`src/rtl/add_nibble_seq_pkg.sv`:
```
// Shared definitions for the nibble-serial adder: controller states, slice width
// and the carry-combine helper used by carry-lookahead slices and their controllers.
package add_nibble_seq_pkg;

    typedef enum logic {
        IDLE = 1'b0,
        RUN  = 1'b1
    } state_e;

    localparam int NIBBLE_W = 4;

    function automatic logic carry_combine(input logic g, input logic p, input logic c);
        return g | (p & c);
    endfunction

endpackage

```
`src/rtl/add_nibble_seq_add4pg.sv`:
```
// 4-bit carry-lookahead slice with group propagate/generate outputs so a
// controller can rebuild the carry out of the slice without a ripple.
module add4pg
    import add_nibble_seq_pkg::*;
(
    input  logic [NIBBLE_W-1:0] a,
    input  logic [NIBBLE_W-1:0] b,
    input  logic                cin,
    output logic [NIBBLE_W-1:0] s,
    output logic                pg,
    output logic                gg
);

    logic [NIBBLE_W-1:0] p;
    logic [NIBBLE_W-1:0] g;
    logic [NIBBLE_W-1:0] c;

    assign p = a ^ b;
    assign g = a & b;

    // Lookahead carries into each bit, all derived directly from cin.
    assign c[0] = cin;
    assign c[1] = g[0] | (p[0] & cin);
    assign c[2] = g[1] | (p[1] & g[0]) | (p[1] & p[0] & cin);
    assign c[3] = g[2] | (p[2] & g[1]) | (p[2] & p[1] & g[0]) | (p[2] & p[1] & p[0] & cin);

    assign s  = p ^ c;
    assign pg = &p;
    assign gg = g[3] | (p[3] & g[2]) | (p[3] & p[2] & g[1]) | (p[3] & p[2] & p[1] & g[0]);

endmodule

```
`src/rtl/add_nibble_seq.sv`:
```
// Multi-cycle WIDTH-bit adder: one add4pg slice is time-shared over the operand
// nibbles, LSB first, with the inter-nibble carry held in a register.
module add_nibble_seq
    import add_nibble_seq_pkg::*;
#(
    parameter int WIDTH = 32
) (
    input  logic             clk,
    input  logic             rst_n,
    input  logic             start,
    input  logic [WIDTH-1:0] a,
    input  logic [WIDTH-1:0] b,
    input  logic             cin,
    output logic             busy,
    output logic             done,
    output logic [WIDTH-1:0] s,
    output logic             cout,
    output logic             ovf
);

    localparam int NIBBLES = WIDTH / NIBBLE_W;
    localparam int IDX_W   = (NIBBLES > 1) ? $clog2(NIBBLES) : 1;
    localparam logic [IDX_W-1:0] LAST_IDX = IDX_W'(NIBBLES - 1);

    state_e           state_q, state_d;
    logic [IDX_W-1:0] idx_q, idx_d;
    logic             carry_q, carry_d;
    logic [WIDTH-1:0] op_a_q, op_a_d;
    logic [WIDTH-1:0] op_b_q, op_b_d;
    logic [WIDTH-1:0] s_q, s_d;
    logic             busy_q, busy_d;
    logic             done_q, done_d;
    logic             cout_q, cout_d;
    logic             ovf_q, ovf_d;

    logic [NIBBLE_W-1:0] slice_a;
    logic [NIBBLE_W-1:0] slice_b;
    logic [NIBBLE_W-1:0] slice_s;
    logic                slice_pg;
    logic                slice_gg;
    logic                carry_next;

    assign slice_a = op_a_q[NIBBLE_W*idx_q +: NIBBLE_W];
    assign slice_b = op_b_q[NIBBLE_W*idx_q +: NIBBLE_W];

    add4pg u_slice (
        .a   (slice_a),
        .b   (slice_b),
        .cin (carry_q),
        .s   (slice_s),
        .pg  (slice_pg),
        .gg  (slice_gg)
    );

    assign carry_next = carry_combine(slice_gg, slice_pg, carry_q);

    always_comb begin
        state_d = state_q;
        idx_d   = idx_q;
        carry_d = carry_q;
        op_a_d  = op_a_q;
        op_b_d  = op_b_q;
        s_d     = s_q;
        busy_d  = busy_q;
        done_d  = 1'b0;
        cout_d  = cout_q;
        ovf_d   = ovf_q;

        case (state_q)
            IDLE: begin
                if (start) begin
                    op_a_d  = a;
                    op_b_d  = b;
                    carry_d = cin;
                    idx_d   = '0;
                    busy_d  = 1'b1;
                    state_d = RUN;
                end
            end
            RUN: begin
                s_d[NIBBLE_W*idx_q +: NIBBLE_W] = slice_s;
                carry_d = carry_next;
                idx_d   = idx_q + 1'b1;
                // Final pass: the slice sum bit 3 is the result MSB.
                if (idx_q == LAST_IDX) begin
                    cout_d  = carry_next;
                    ovf_d   = (op_a_q[WIDTH-1] == op_b_q[WIDTH-1]) &&
                              (slice_s[NIBBLE_W-1] != op_a_q[WIDTH-1]);
                    busy_d  = 1'b0;
                    done_d  = 1'b1;
                    idx_d   = '0;
                    state_d = IDLE;
                end
            end
            default: state_d = IDLE;
        endcase
    end

    always_ff @(posedge clk or negedge rst_n) begin
        if (!rst_n) begin
            state_q <= IDLE;
            idx_q   <= '0;
            carry_q <= 1'b0;
            op_a_q  <= '0;
            op_b_q  <= '0;
            s_q     <= '0;
            busy_q  <= 1'b0;
            done_q  <= 1'b0;
            cout_q  <= 1'b0;
            ovf_q   <= 1'b0;
        end else begin
            state_q <= state_d;
            idx_q   <= idx_d;
            carry_q <= carry_d;
            op_a_q  <= op_a_d;
            op_b_q  <= op_b_d;
            s_q     <= s_d;
            busy_q  <= busy_d;
            done_q  <= done_d;
            cout_q  <= cout_d;
            ovf_q   <= ovf_d;
        end
    end

    assign busy = busy_q;
    assign done = done_q;
    assign s    = s_q;
    assign cout = cout_q;
    assign ovf  = ovf_q;

endmodule

```
`config.mk`:
```
export PLATFORM = sky130hd
export DESIGN_NAME = add_nibble_seq
export DESIGN_NICKNAME = d
export VERILOG_FILES = /design/src/rtl/add_nibble_seq_pkg.sv /design/src/rtl/add_nibble_seq_add4pg.sv /design/src/rtl/add_nibble_seq.sv
export SDC_FILE = /design/constraint.sdc
export NUM_CORES = 1
export LEC_CHECK = 0
export ABC_AREA = 1
export CORE_MARGIN = 5
export CORE_UTILIZATION = 45
export CTS_CLUSTER_SIZE = 14
export DETAILED_ROUTE_END_ITERATION = 7
export PLACE_DENSITY = 0.79
export SYNTH_ARGS = -nofsm -noshare
export SYNTH_HDL_FRONTEND = slang
export SYNTH_SLANG_ARGS = --single-unit
```
`constraint.sdc`:
```
create_clock -name clk -period 3.4 [get_ports clk]
set_clock_uncertainty 0.2 [all_clocks]
set_input_delay 0.68 -clock clk [delete_from_list [all_inputs] [get_ports clk]]
set_output_delay 0.68 -clock clk [all_outputs]
set_load 0.05 [all_outputs]
```
==> summary.txt, run 1 <==
Status
  • Run status: complete, no violations

Placed design
  • Placed wire-length estimate: 8.873 mm
  • Placer Congestion: 0.8636
  • Number of input and output port buffers inserted: 103

STA
  • Setup repair after global routing missed its margin: false
  • Worst slew margin: 57.00%
  • Transition time at the pin with the least slew margin: 0.6449 ns
  • Fin crit period: 2.991 ns
  • Setup violators final: 0
  • Share of the clock period used by the worst path: 87.98%
  • Final hold violation count: 0
  • Fmax: 0.3343 GHz
  • Final hold slack: 0.1254 ns
  • Setup TNS: 0 ns
  • Final Max Tran Viols: 0

Synthesis
  • Syn Std Cell Area: 4932 um2
  • Synth area leaders: sky130_fd_sc_hd__dfrtp_1 (53%), sky130_fd_sc_hd__nand2_1 (23%), sky130_fd_sc_hd__o21ai_0 (4.0%)
  • Synthesized instance count: 627
  • Seq/Total Area, Yosys: 53.27%
  • Net Count, Synth: 705
  • Count of synthesis-stage warnings from yosys: 0
  • Register bit total from synthesis: 105
  • Mean instance size in the synthesized netlist: 7.866 um2
  • Distinct cell type count of the synthesized netlist: 25
  • Cell type with the highest aggregate area in the netlist: sky130_fd_sc_hd__dfrtp_1
  • Share of the synthesized area in the top cell type: 53.27%

Routing
  • Initial drt markers: 294
  • Vias per std cell: 5.038
  • Detailed-route DRC error count: 0
  • First-pass DRT Iterations: 5
  • Overall routed net length: 11.95 mm
  • Final antenna-violating net count: 0
  • Average wire per cell in the routed design: 13.87 um
  • Overall via count from detail_route: 4343

Hold path
  • Hold Crit Class: input pin to async pin

Worst setup path
  • FF-to-FF path depth: 12
  • Arrival time reported for the critical path endpoint: 3.10 ns
  • Launching instance or port of the critical path: idx_q[1]$_DFFE_PN0P_
  • Critical path peak fanout: 20
  • Launch instance of the worst register-to-register path: idx_q[1]$_DFFE_PN0P_
  • Worst Path Class, Setup: flop to flop
  • Setup crit end: s[19]$_DFFE_PN0P_
  • FF-to-FF End: s[19]$_DFFE_PN0P_
  • Critical path endpoint category: flop
  • CP dominant cell by count: sky130_fd_sc_hd__nand2_1
  • Slowest stage cell, crit path: sky130_fd_sc_hd__dfrtp_1
  • Startpoint type of the worst setup path: flop
  • Worst reg-to-reg setup slack: 0.41 ns
  • Cells along the critical path: inv_2 -> o21ai_0 -> o22ai_1 -> nand2_1 -> nand2_1 -> ha_1 -> or2_2 -> nand2_1 -> nand3_1 -> nand2_1 -> nand2_1 -> a21oi_1
  • Largest incremental delay on the critical path: 0.70 ns
  • Required arrival time at the worst endpoint: 3.51 ns

Global routing
  • Initial antenna violation count: 0
  • Number of global-route vias before repair: 4354
  • Pin count of the biggest net entering global routing: 65
  • Tot GR Track Use: 19.18%
  • Congestion Overflow GR: 0
  • Wire length of the first global-routing pass: 20.50 mm

Flow run
  • Max-capacitance violation count: 0

CTS
  • Number of clock sinks: 105
  • Clock transition at the register clock pins on the worst setup and hold paths after CTS: 0.10 ns
  • Clock Latency Late Sink: 0.38 ns
  • Gates resized, CTS repair: 0
  • Hold-fix buffers, CTS: 0
  • Maximum level of the CTS H-tree: 3
  • Setup bufs post-CTS: 0
  • Number of buffers created by CTS: 9
  • TritonCTS clock tree: done
  • Root Buffer Master: sky130_fd_sc_hd__clkbuf_8
  • Maximum count of clock buffers along a single path: 2

Die
  • Initial standard-cell utilization of the core: 45.70%
  • Chip height: 114.7 um
  • Core outline area: 10790 um2
  • Horizontal die dimension: 114.7 um
  • IO Count: 104
  • Die footprint: 13150 um2
  • Number of placement rows: 38

Final layout
  • ANT cells: 0
  • Proportion of layout cells with a drive suffix above 1: 5.679%
  • Number of nets at the end of the flow: 795
  • Area grow syn2layout: 26.64%

Power
  • Leakage: 3.177 nW
  • Pwr Density: 1083 nW/um2
  • Largest vdd supply drop: 594.1 uV
-- cell families after synthesis --
| family | Yosys count | synth area share (%) |
|---|---|---|
| flops | 105 | 53.27 |
| fa+ha+maj | 10 | 2.689 |
| compound gates | 61 | 6.621 |
| simple gates | 393 | 32.24 |
| buf+inv | 57 | 4.997 |
| xor+xnor | 1 | 0.1776 |
-- state kept, by name, indices dropped and copies added, names as in the netlist, 3 cells and up --
| register | flops |
|---|---|
| idx_q | 3 |
| op_a_q | 32 |
| s | 32 |
| op_b_q | 32 |
-- power breakdown --
group / switching [mW] / total, mW / internal (mW) / leakage, nW
sequential: 0.373 / 2.15 / 1.78 / 1.34
combinational: 2.58 / 3.84 / 1.26 / 1.74
clock: 0.412 / 0.773 / 0.360 / 0.103
total: 3.36 / 6.77 / 3.40 / 3.18
-- per-layer routing --
| metal | GRT usage [%] | vias up | share of wire (%) |
|---|---|---|---|
| li1 | - | 2153 | - |
| met5 | 0 | - | 0 |
| met2 | 31.39 | 152 | 47 |
| met4 | 4.930 | 0 | 1.4 |
| met3 | 3.911 | 13 | 6.6 |
| met1 | 26.21 | 2025 | 45 |
-- through the flow --
stage	instances	instance area [um2]	utilization [%]	worst slack (ns)	power, mW
6_report	862	6246	57.87	0.4088	6.767
5_1_grt	862	6246	57.87	0.1133	7.372
4_1_cts	862	6246	57.87	0.4332	6.784
3_5_place_dp	846	6051	56.06	0.5058	5.991
3_3_place_gp	846	6051	56.06	0.5902	5.861
2_1_floorplan	627	4932	-	0.8694	4.886
-- cell usage after synthesis --
library cell	instances
sky130_fd_sc_hd__or2_2	2
sky130_fd_sc_hd__dfrtp_1	105
sky130_fd_sc_hd__fa_1	1
sky130_fd_sc_hd__inv_1	23
sky130_fd_sc_hd__ha_1	9
sky130_fd_sc_hd__buf_2	17
sky130_fd_sc_hd__a21oi_1	3
sky130_fd_sc_hd__nand2_1	307
sky130_fd_sc_hd__nand3_2	2
sky130_fd_sc_hd__inv_2	4
sky130_fd_sc_hd__nand3_1	13
sky130_fd_sc_hd__nand4_1	14
sky130_fd_sc_hd__nand4_2	1
sky130_fd_sc_hd__xor2_1	1
sky130_fd_sc_hd__nand2_4	1
sky130_fd_sc_hd__o21ai_0	39
sky130_fd_sc_hd__buf_4	1
sky130_fd_sc_hd__nor2_1	45
sky130_fd_sc_hd__o21ai_1	2
sky130_fd_sc_hd__buf_6	1
sky130_fd_sc_hd__nor4_1	1
sky130_fd_sc_hd__nor3_4	1
sky130_fd_sc_hd__clkbuf_1	11
sky130_fd_sc_hd__o22ai_1	17
sky130_fd_sc_hd__nor2_2	6
-- critical path, delay by kind of cell, from the launching register on --
kind	cells	cell delay, ns
buf+inv	1	0.30
fa+ha+maj	1	0.33
compound gates	3	0.43
flops	1	0.70
simple gates	7	0.96
-- layout by cell type, fill, tap and decap left out --
master / instances
sky130_fd_sc_hd__a21oi_1: 3
sky130_fd_sc_hd__buf_12: 1
sky130_fd_sc_hd__buf_4: 6
sky130_fd_sc_hd__bufinv_16: 1
sky130_fd_sc_hd__clkbuf_1: 1
sky130_fd_sc_hd__clkbuf_8: 10
sky130_fd_sc_hd__clkdlybuf4s50_1: 102
sky130_fd_sc_hd__clkinv_2: 3
sky130_fd_sc_hd__dfrtp_1: 105
sky130_fd_sc_hd__fa_1: 1
sky130_fd_sc_hd__ha_1: 9
sky130_fd_sc_hd__inv_1: 22
sky130_fd_sc_hd__inv_2: 5
sky130_fd_sc_hd__inv_6: 1
sky130_fd_sc_hd__nand2_1: 306
sky130_fd_sc_hd__nand2_2: 1
sky130_fd_sc_hd__nand2_4: 1
sky130_fd_sc_hd__nand3_1: 13
sky130_fd_sc_hd__nand3_2: 2
sky130_fd_sc_hd__nand4_1: 14
sky130_fd_sc_hd__nand4_2: 1
sky130_fd_sc_hd__nor2_1: 45
sky130_fd_sc_hd__nor2_2: 6
sky130_fd_sc_hd__nor3_4: 1
sky130_fd_sc_hd__nor4_1: 1
sky130_fd_sc_hd__o21ai_0: 39
sky130_fd_sc_hd__o21ai_1: 2
sky130_fd_sc_hd__o22ai_1: 17
sky130_fd_sc_hd__or2_2: 2
sky130_fd_sc_hd__xor2_1: 1
-- how the worst min path moves through the flow --
stage,from,to,depth (start not counted)
CTS,rst_n,s[29]$_DFFE_PN0P_,1
floorplan,rst_n,busy$_DFFE_PN0P_,0
global route,rst_n,s[29]$_DFFE_PN0P_,1
detailed placement,op_a_q[25]$_DFFE_PN0P_,op_a_q[25]$_DFFE_PN0P_,2
finish,rst_n,s[27]$_DFFE_PN0P_,1
global placement,s[25]$_DFFE_PN0P_,s[25]$_DFFE_PN0P_,2
-- cell type report --
cell class,count,area [um2]
Fill cell,993,4547
Sequential cell,105,2628
Multi-Input combinational cell,465,2061
Timing Repair Buffer,109,1086
Tap cell,140,175.2
Clock buffer,11,141.4
Inverter,27,101.3
Clock inverter,5,53.80
Power figures use the tool's default switching activity.
==> run 2: changes to the inputs <==
CTS_CLUSTER_SIZE = 28   (was 14)
HOLD_SLACK_MARGIN = 0.06   (was unset)
SETUP_SLACK_MARGIN = 0.05   (was unset)
==> results of run 2 <==
No change in the layout: final DEF, timing and power equal those of run 1.
